<file path="config.mk">
export PLATFORM = sky130hd
export DESIGN_NAME = playback_control
export DESIGN_NICKNAME = d
export VERILOG_FILES = /design/src/rtl/playback_control.sv
export SDC_FILE = /design/constraint.sdc
export NUM_CORES = 1
export LEC_CHECK = 0
export BUFFER_PORTS_ARGS = -buffer_cell sky130_fd_sc_hd__buf_2
export CORE_MARGIN = 2
export CORE_UTILIZATION = 49
export CTS_CLUSTER_DIAMETER = 100
export DETAILED_ROUTE_END_ITERATION = 16
export PLACE_DENSITY = 0.83
export SLEW_MARGIN = 20
export SYNTH_ARGS = -nofsm -noshare
export SYNTH_HDL_FRONTEND = slang
export SYNTH_SLANG_ARGS = --single-unit
</file>
<file path="constraint.sdc">
create_clock -name clk -period 1.95 [get_ports clk]
set_input_delay 0.195 -clock clk [delete_from_list [all_inputs] [get_ports clk]]
set_output_delay 0.195 -clock clk [all_outputs]
set_load 0.01 [all_outputs]
</file>
<file path="src/rtl/playback_control.sv">
// Playback sequencer: button edges and track_end pulses into track select and timer/address control.
// Optional PLAYBACK_AUTO_ADVANCE_EN: track_end in PLAY advances to the next track instead of stopping.
//
// state | meaning
// STOP  | idle, timer held, waiting for play
// PLAY  | timer counting, samples streaming
// PAUSE | timer held, position kept
// LOAD  | one-cycle track change, resets timer and address, then goes to target
module playback_control #(
    parameter int N_TRACKS    = 4,
    parameter int RESTART_SEC = 3
) (
    input  logic       clk,
    input  logic       reset,
    input  logic       play_pause,
    input  logic       next,
    input  logic       prev,
    input  logic       track_end,
    input  logic [3:0] seconds0,
    input  logic [3:0] seconds1,
    input  logic [3:0] minutes0,
    output logic [3:0] music,
    output logic       timer_count,
    output logic       timer_reset,
    output logic       addr_reset,
    output logic       playing,
    output logic       track_changed
);

    localparam logic [1:0] ST_STOP  = 2'd0;
    localparam logic [1:0] ST_PLAY  = 2'd1;
    localparam logic [1:0] ST_PAUSE = 2'd2;
    localparam logic [1:0] ST_LOAD  = 2'd3;

    localparam logic [3:0] LAST_TRACK = 4'(N_TRACKS - 1);
    localparam logic [3:0] RESTART_TH = 4'(RESTART_SEC);

    logic [1:0] state, state_nx;
    logic [1:0] target, target_nx;
    logic [3:0] music_nx;
    logic       play_pause_q, next_q, prev_q;
    logic       pp_edge, next_edge, prev_edge;
    logic [3:0] music_inc, music_dec, music_prev;
    logic       restart;

    assign pp_edge   = play_pause & ~play_pause_q;
    assign next_edge = next & ~next_q;
    assign prev_edge = prev & ~prev_q;

    assign music_inc  = (music == LAST_TRACK) ? 4'd0 : music + 4'd1;
    assign music_dec  = (music == 4'd0) ? LAST_TRACK : music - 4'd1;
    assign restart    = (minutes0 != 4'd0) || (seconds1 != 4'd0) || (seconds0 >= RESTART_TH);
    assign music_prev = restart ? music : music_dec;

    always_comb begin
        state_nx  = state;
        target_nx = target;
        music_nx  = music;
        case (state)
            ST_STOP: begin
                if (next_edge) begin
                    music_nx  = music_inc;
                    state_nx  = ST_LOAD;
                    target_nx = ST_STOP;
                end else if (prev_edge) begin
                    music_nx  = music_dec;
                    state_nx  = ST_LOAD;
                    target_nx = ST_STOP;
                end else if (pp_edge) begin
                    state_nx  = ST_LOAD;
                    target_nx = ST_PLAY;
                end
            end
            ST_PLAY: begin
                if (track_end) begin
                    state_nx = ST_LOAD;
`ifdef PLAYBACK_AUTO_ADVANCE_EN
                    if (music == LAST_TRACK) begin
                        music_nx  = 4'd0;
                        target_nx = ST_STOP;
                    end else begin
                        music_nx  = music + 4'd1;
                        target_nx = ST_PLAY;
                    end
`else
                    target_nx = ST_STOP;
`endif
                end else if (next_edge) begin
                    music_nx  = music_inc;
                    state_nx  = ST_LOAD;
                    target_nx = ST_PLAY;
                end else if (prev_edge) begin
                    music_nx  = music_prev;
                    state_nx  = ST_LOAD;
                    target_nx = ST_PLAY;
                end else if (pp_edge) begin
                    state_nx = ST_PAUSE;
                end
            end
            ST_PAUSE: begin
                if (next_edge) begin
                    music_nx  = music_inc;
                    state_nx  = ST_LOAD;
                    target_nx = ST_PAUSE;
                end else if (prev_edge) begin
                    music_nx  = music_prev;
                    state_nx  = ST_LOAD;
                    target_nx = ST_PAUSE;
                end else if (pp_edge) begin
                    state_nx = ST_PLAY;
                end
            end
            default: state_nx = target;
        endcase
    end

    // Edge registers reset high so a button held across reset release is not an edge.
    always_ff @(posedge clk or negedge reset) begin
        if (!reset) begin
            state        <= ST_STOP;
            target       <= ST_STOP;
            music        <= 4'd0;
            play_pause_q <= 1'b1;
            next_q       <= 1'b1;
            prev_q       <= 1'b1;
        end else begin
            state        <= state_nx;
            target       <= target_nx;
            music        <= music_nx;
            play_pause_q <= play_pause;
            next_q       <= next;
            prev_q       <= prev;
        end
    end

    assign playing       = (state == ST_PLAY);
    assign timer_count   = playing;
    assign track_changed = (state == ST_LOAD);
    assign timer_reset   = track_changed;
    assign addr_reset    = track_changed;

endmodule

</file>
======== Word-level counts from Yosys, hierarchy flattened ========
Index checks and enable logic that the tools add are counted.
operators by class
  $add $sub $neg .......................... 2
  $lt $le $gt $ge ......................... 1
  equal/unequal tests ..................... 11
  mux-type cells .......................... 28
  bitwise gates (word level) .............. 6
  reductions and logical operators ........ 10
operators by type and width
  kind                                                                                 number
  2-bit two-way mux                                                                    17
  4-bit two-way mux                                                                    8
  2-bit one-hot mux with 3 select lines                                                2
  4-bit one-hot mux with 3 select lines                                                1
  4-bit inequality test, second input constant                                         2
  4-bit nonzero test                                                                   2
  3-bit inequality test, second input constant                                         2
  3-bit AND reduction                                                                  2
  5-bit by 2-bit inequality test with 1-bit output, second input constant              1
  4-bit by 1-bit adder with 4-bit output, second input constant                        1
  2-bit equality test, second input constant                                           2
  4-bit by 2-bit equality test with 1-bit output, second input constant                1
  4-bit by 2-bit greater-or-equal comparator with 1-bit output, second input constant  1
  4-bit logical NOT                                                                    1
  4-bit by 2-bit inequality test with 1-bit output, second input constant              1
  4-bit AND reduction                                                                  1
  4-bit by 1-bit subtractor with 4-bit output, second input constant                   1
  1-bit bitwise AND                                                                    3
  1-bit NOT                                                                            3
  3-bit nonzero test                                                                   1
  2-bit by 1-bit equality test with 1-bit output, second input constant                1
  2-bit logical NOT                                                                    1
  1-bit logical OR                                                                     2
  2-bit inequality test, second input constant                                         1
word-level totals
  flip-flop bits (word level) ............. 11

======== Depth between registers and ports, before layout ========
  depth after elaboration ................. 8
  mapped depth ............................ 6
  gate-level depth less buffers ........... 6

======== Worst setup path before layout ========
No wires, ideal clock.
  path kind ............................... register to register
  start point ............................. reg state[1]
  end point ............................... reg target[0]
  library setup time ...................... 125 ps
  arrival ................................. 1,531 ps
  data required time ...................... 1,825 ps
  path slack .............................. 294 ps
  cell stages (with the launch flop) ...... 7
  buffers on the path ..................... 0
  cells stage by stage .................... dfrtp_1 > inv_1 > ha_1 > nor2b_1 > a211oi_1 > o21bai_2 > mux2_2
on the way
  cells in the longest elaborated chain, start to end .. 3
ends and longest elaborated chain
  what                                                                                              RTL line  source
  start: declaration                                                                                38        logic [1:0] state, state_nx;
  start signal: assignment                                                                          127       state <= state_nx;
  2-bit by 1-bit equality test with 1-bit output (*)                                                --
  net playing                                                                                       26        output logic playing,
  4-bit by 2-bit inequality test with 1-bit output (no line) or 3-bit nonzero test (tied branches)  --
  4-bit AND reduction (no line)                                                                     --
  end signal: assignment                                                                            128       target <= target_nx;
  end: declaration                                                                                  39        logic [1:0] target, target_nx;
Mark *: on every way through the listed nets, which the timed path passes. The rest lies on a longest branch.
A chain may end at the register's enable or synchronous reset.

======== Worst setup path in the final report ========
  start point ............................. reg state[1]
  end point ............................... reg target[0]
on the way
  cells in the longest elaborated chain, start to end .. 3
ends and longest elaborated chain
  what                                                                                      RTL line  source
  2-bit by 1-bit equality test with 1-bit output, or another cell as far along              59        case (state)
  4-bit by 2-bit inequality test with 1-bit output (no line), or another cell as far along  --
  4-bit AND reduction (no line)                                                             --
Several ways; a longest one is shown, not always the timed one.

==> flow_summary.toml <==
[outcome]
outcome = "completed"

[final_layout]
final_area_um2 = 1000
utilization_pct = 60.0
filler_cell_count = 157
nets = 136
layout-drive-gt1-share_pct = 40.0
syn2layout_area_growth_pct = 18.1
diodes = 0

[clock_network]
clockBufferDepth = 2
cts.reportedPaths.clkPinSlew_ps = 70
numCtsBuffers = 3
post_cts_buffers = 0
clock-sinks = 11
htreeDepth = 1
root_buffer = "clkbuf_4"
cts_tree = "yes"
worst_skew_pair.late_latency_ps = 270
cts_resized = 0

[sta]
finalCritPeriodShare_pct = 91.3
slew_viol_final = 0
period_needed_ps = 1780
setup_viol = 0
max_freq_mhz = 562
grt_setup_unrepaired = "false"
timing.setup.tns_ps = 0
skew_ps = 0.494
slew_headroom_pct = 73.7
finalHoldViolCount = 0
tightestPinTransition_ps = 394

[synth]
ys_types = 39
synth_area_leaders = "dfrtp_1 24%, ha_1 10%, dfstp_2 9.3%, mux2_2 4.0%, o221ai_4 3.1%"
synthesis.area_um2 = 848
syn_inst = 83
synth_fp_nets = 108
synthMuxAreaShare_pct = 5.16
ys.flop_type = "dfrtp_1"
synth_top_family_by_area = "compound AO/OA/AOI/OAI gates"
syn_avg_cell_area_um2 = 10.2
synth_compound_gate_area_share_pct = 24.0
yosysTopAreaCellShare_pct = 23.6
async_flop_share_pct = 100
synth_xor_xnor_area_share_pct = 1.03
synthSimpleGateAreaFrac_pct = 20.4
ys_ff_latch = 11
yosysWarnings = 0
yosysSeqAreaShare_pct = 32.9
synth_edf_count = 0
synth_top_cell_by_area = "dfrtp_1"
synth_adder_area_share_pct = 10.3

[detailed_routing]
wl_met1_um = 721
highest_layer = "met4"
met3_length_um = 78
viasPerCell = 5.66
met2WireLength_um = 924
wl_per_cell_um = 13.7
vias = 719
route.detailed.drc = 0
drt-total-wl_um = 1740
drt_iter0_markers = 13
postRouteAntennaNets = 0
drtPass1Iterations = 4

[setup_path]
cp_slowest_stage_delay_ps = 410
worstSetupEndpointType = "register"
cp_cell_sequence = "inv_1 -> ha_1 -> nor2b_1 -> a211oi_1 -> o21bai_2 -> mux2_2"
cp_data_required_time_ps = 2110
crit_buf_inv = 1
crit_path_start_kind = "register"
crit_fanout = 6
crit_arrival_ps = 1930
slowest_stage = "dfrtp_1"
critPathKind = "reg -> reg"
path_delay_family = "flip-flops"

[pwr]
max-vdd-ir-drop_uv = 700
switching_power_w = 0.000668
seq_power_share_pct = 28.0
switching_share_pct = 44.5
clkPwrFrac_pct = 10.2
leakagePower_nw = 0.463
intPower_w = 0.000832
comb_power_share_pct = 61.8
powerDensity_nw_per_um2 = 1500

[grt]
grt_pass1_vias = 660
grt-ovfl-total = 0
grt_max_degree = 12
grtUsageTotal_pct = 19.0
antenna_found_initial = 0
grt_first_pass_wirelength_um = 2740

[placed_design]
placed_area_um2 = 966
gp_congestion = 0.842
portBuffers = 26
hpwl_um = 1420

[floorplan]
die_y_um = 45.6
die_width_um = 45.6
ios = 27
core_um2 = 1670
start_util_pct = 50.8
row_count = 15
dieArea_um2 = 2080

[worst_hold_path]
holdCritPathClass = "in -> reg"

[run]
drv_cap = 0
-- power groups by stage --
stage / logic (W) / clock network [W] / registers, W
after detailed placement: 0.000935 / 0 / 0.000416
after floorplan: 0.000724 / 0 / 0.000415
final: 0.000927 / 0.000153 / 0.000419
after global placement: 0.000888 / 0 / 0.000413
after CTS: 0.000935 / 0.000161 / 0.000417
after global routing: 0.00103 / 0.000171 / 0.000434
-- metrics by stage --
stage	cells	total power, W	hold WS, ps	worst slack [ps]
2_1_floorplan	83	0.00114	-101	294
4_1_cts	127	0.00151	20.9	177
3_3_place_gp	122	0.00130	73.6	266
5_1_grt	127	0.00163	20.7	76.8
6_report	127	0.00150	31.1	170
3_5_place_dp	122	0.00135	76.3	196
-- cells by family (layout without fill, tap and decap cells) --
kind of cell | count (synthesis) | in the layout
DFF | 11 | 11
buffers and inverters | 9 | 36
AOI/OAI and AO/OA | 24 | 24
xor gates and xnor gates | 1 | 1
and+or+nand+nor | 27 | 27
muxes | 4 | 4
adders and majority gates | 7 | 7
-- final cells by class --
class                   instances  area, um2  share of cell area (%)
multi-input cells              63        517                    51.6
flip-flops and latches         11        279                    27.8
repair buffers                 27        140                    14.0
clock buffers                   4       26.3                    2.62
well taps                      17       21.3                    2.12
inverters                       5       18.8                    1.87
-- cell usage after synthesis, types with 2 or more instances --
| cell | count |
|---|---|
| nand3_1 | 3 |
| ha_1 | 7 |
| nor4_2 | 2 |
| a21oi_1 | 4 |
| nor2b_1 | 3 |
| nand2b_1 | 3 |
| inv_1 | 5 |
| dfstp_2 | 3 |
| nand2_1 | 5 |
| buf_4 | 3 |
| mux2_2 | 3 |
| nor2_1 | 3 |
| o21ai_0 | 5 |
| a211oi_1 | 2 |
| dfrtp_1 | 8 |
-- layout by cell type (no fill, tap or decap), types with 4 or more instances in the layout --
master / instances
o21ai_0: 5
inv_1: 5
ha_1: 7
buf_2: 26
a21oi_1: 4
dfrtp_1: 8
nand2_1: 5
-- registers in the layout, indices dropped and copies added, names as in the netlist --
signal	flops
music	4
next_q	1
play_pause_q	1
target	2
prev_q	1
state	2
-- timing repair --
| action | in CTS | in global routing |
|---|---|---|
| setup endpoints to repair | 0 | 0 |
| hold buffers | 1 | 0 |
| endpoints found under the hold margin | 8 | 0 |
-- final timing paths --
check                                           start               endpoint  slack, ps  depth (start not counted)
max in group asynchronous                       reset       next_q$_DFF_PN1_       1370                          2
worst min-delay path                             prev       prev_q$_DFF_PN1_         30                          1
worst max-delay path             state[1]$_DFFE_PN0P_  target[0]$_DFFE_PN0P_        170                          6
worst max register to register   state[1]$_DFFE_PN0P_  target[0]$_DFFE_PN0P_        170                          6
min in group asynchronous                       reset  target[1]$_DFFE_PN0P_        320                          2
worst min register to register  target[1]$_DFFE_PN0P_  target[1]$_DFFE_PN0P_        520                          1
-- routing by layer --
metal  track usage (%)  vias to the layer above
met5                 0                        -
met4              7.06                        0
met3              4.76                        2
met2              33.2                       17
met1              21.9                      345
li1                  -                      355
Power figures use the tool's default switching activity.
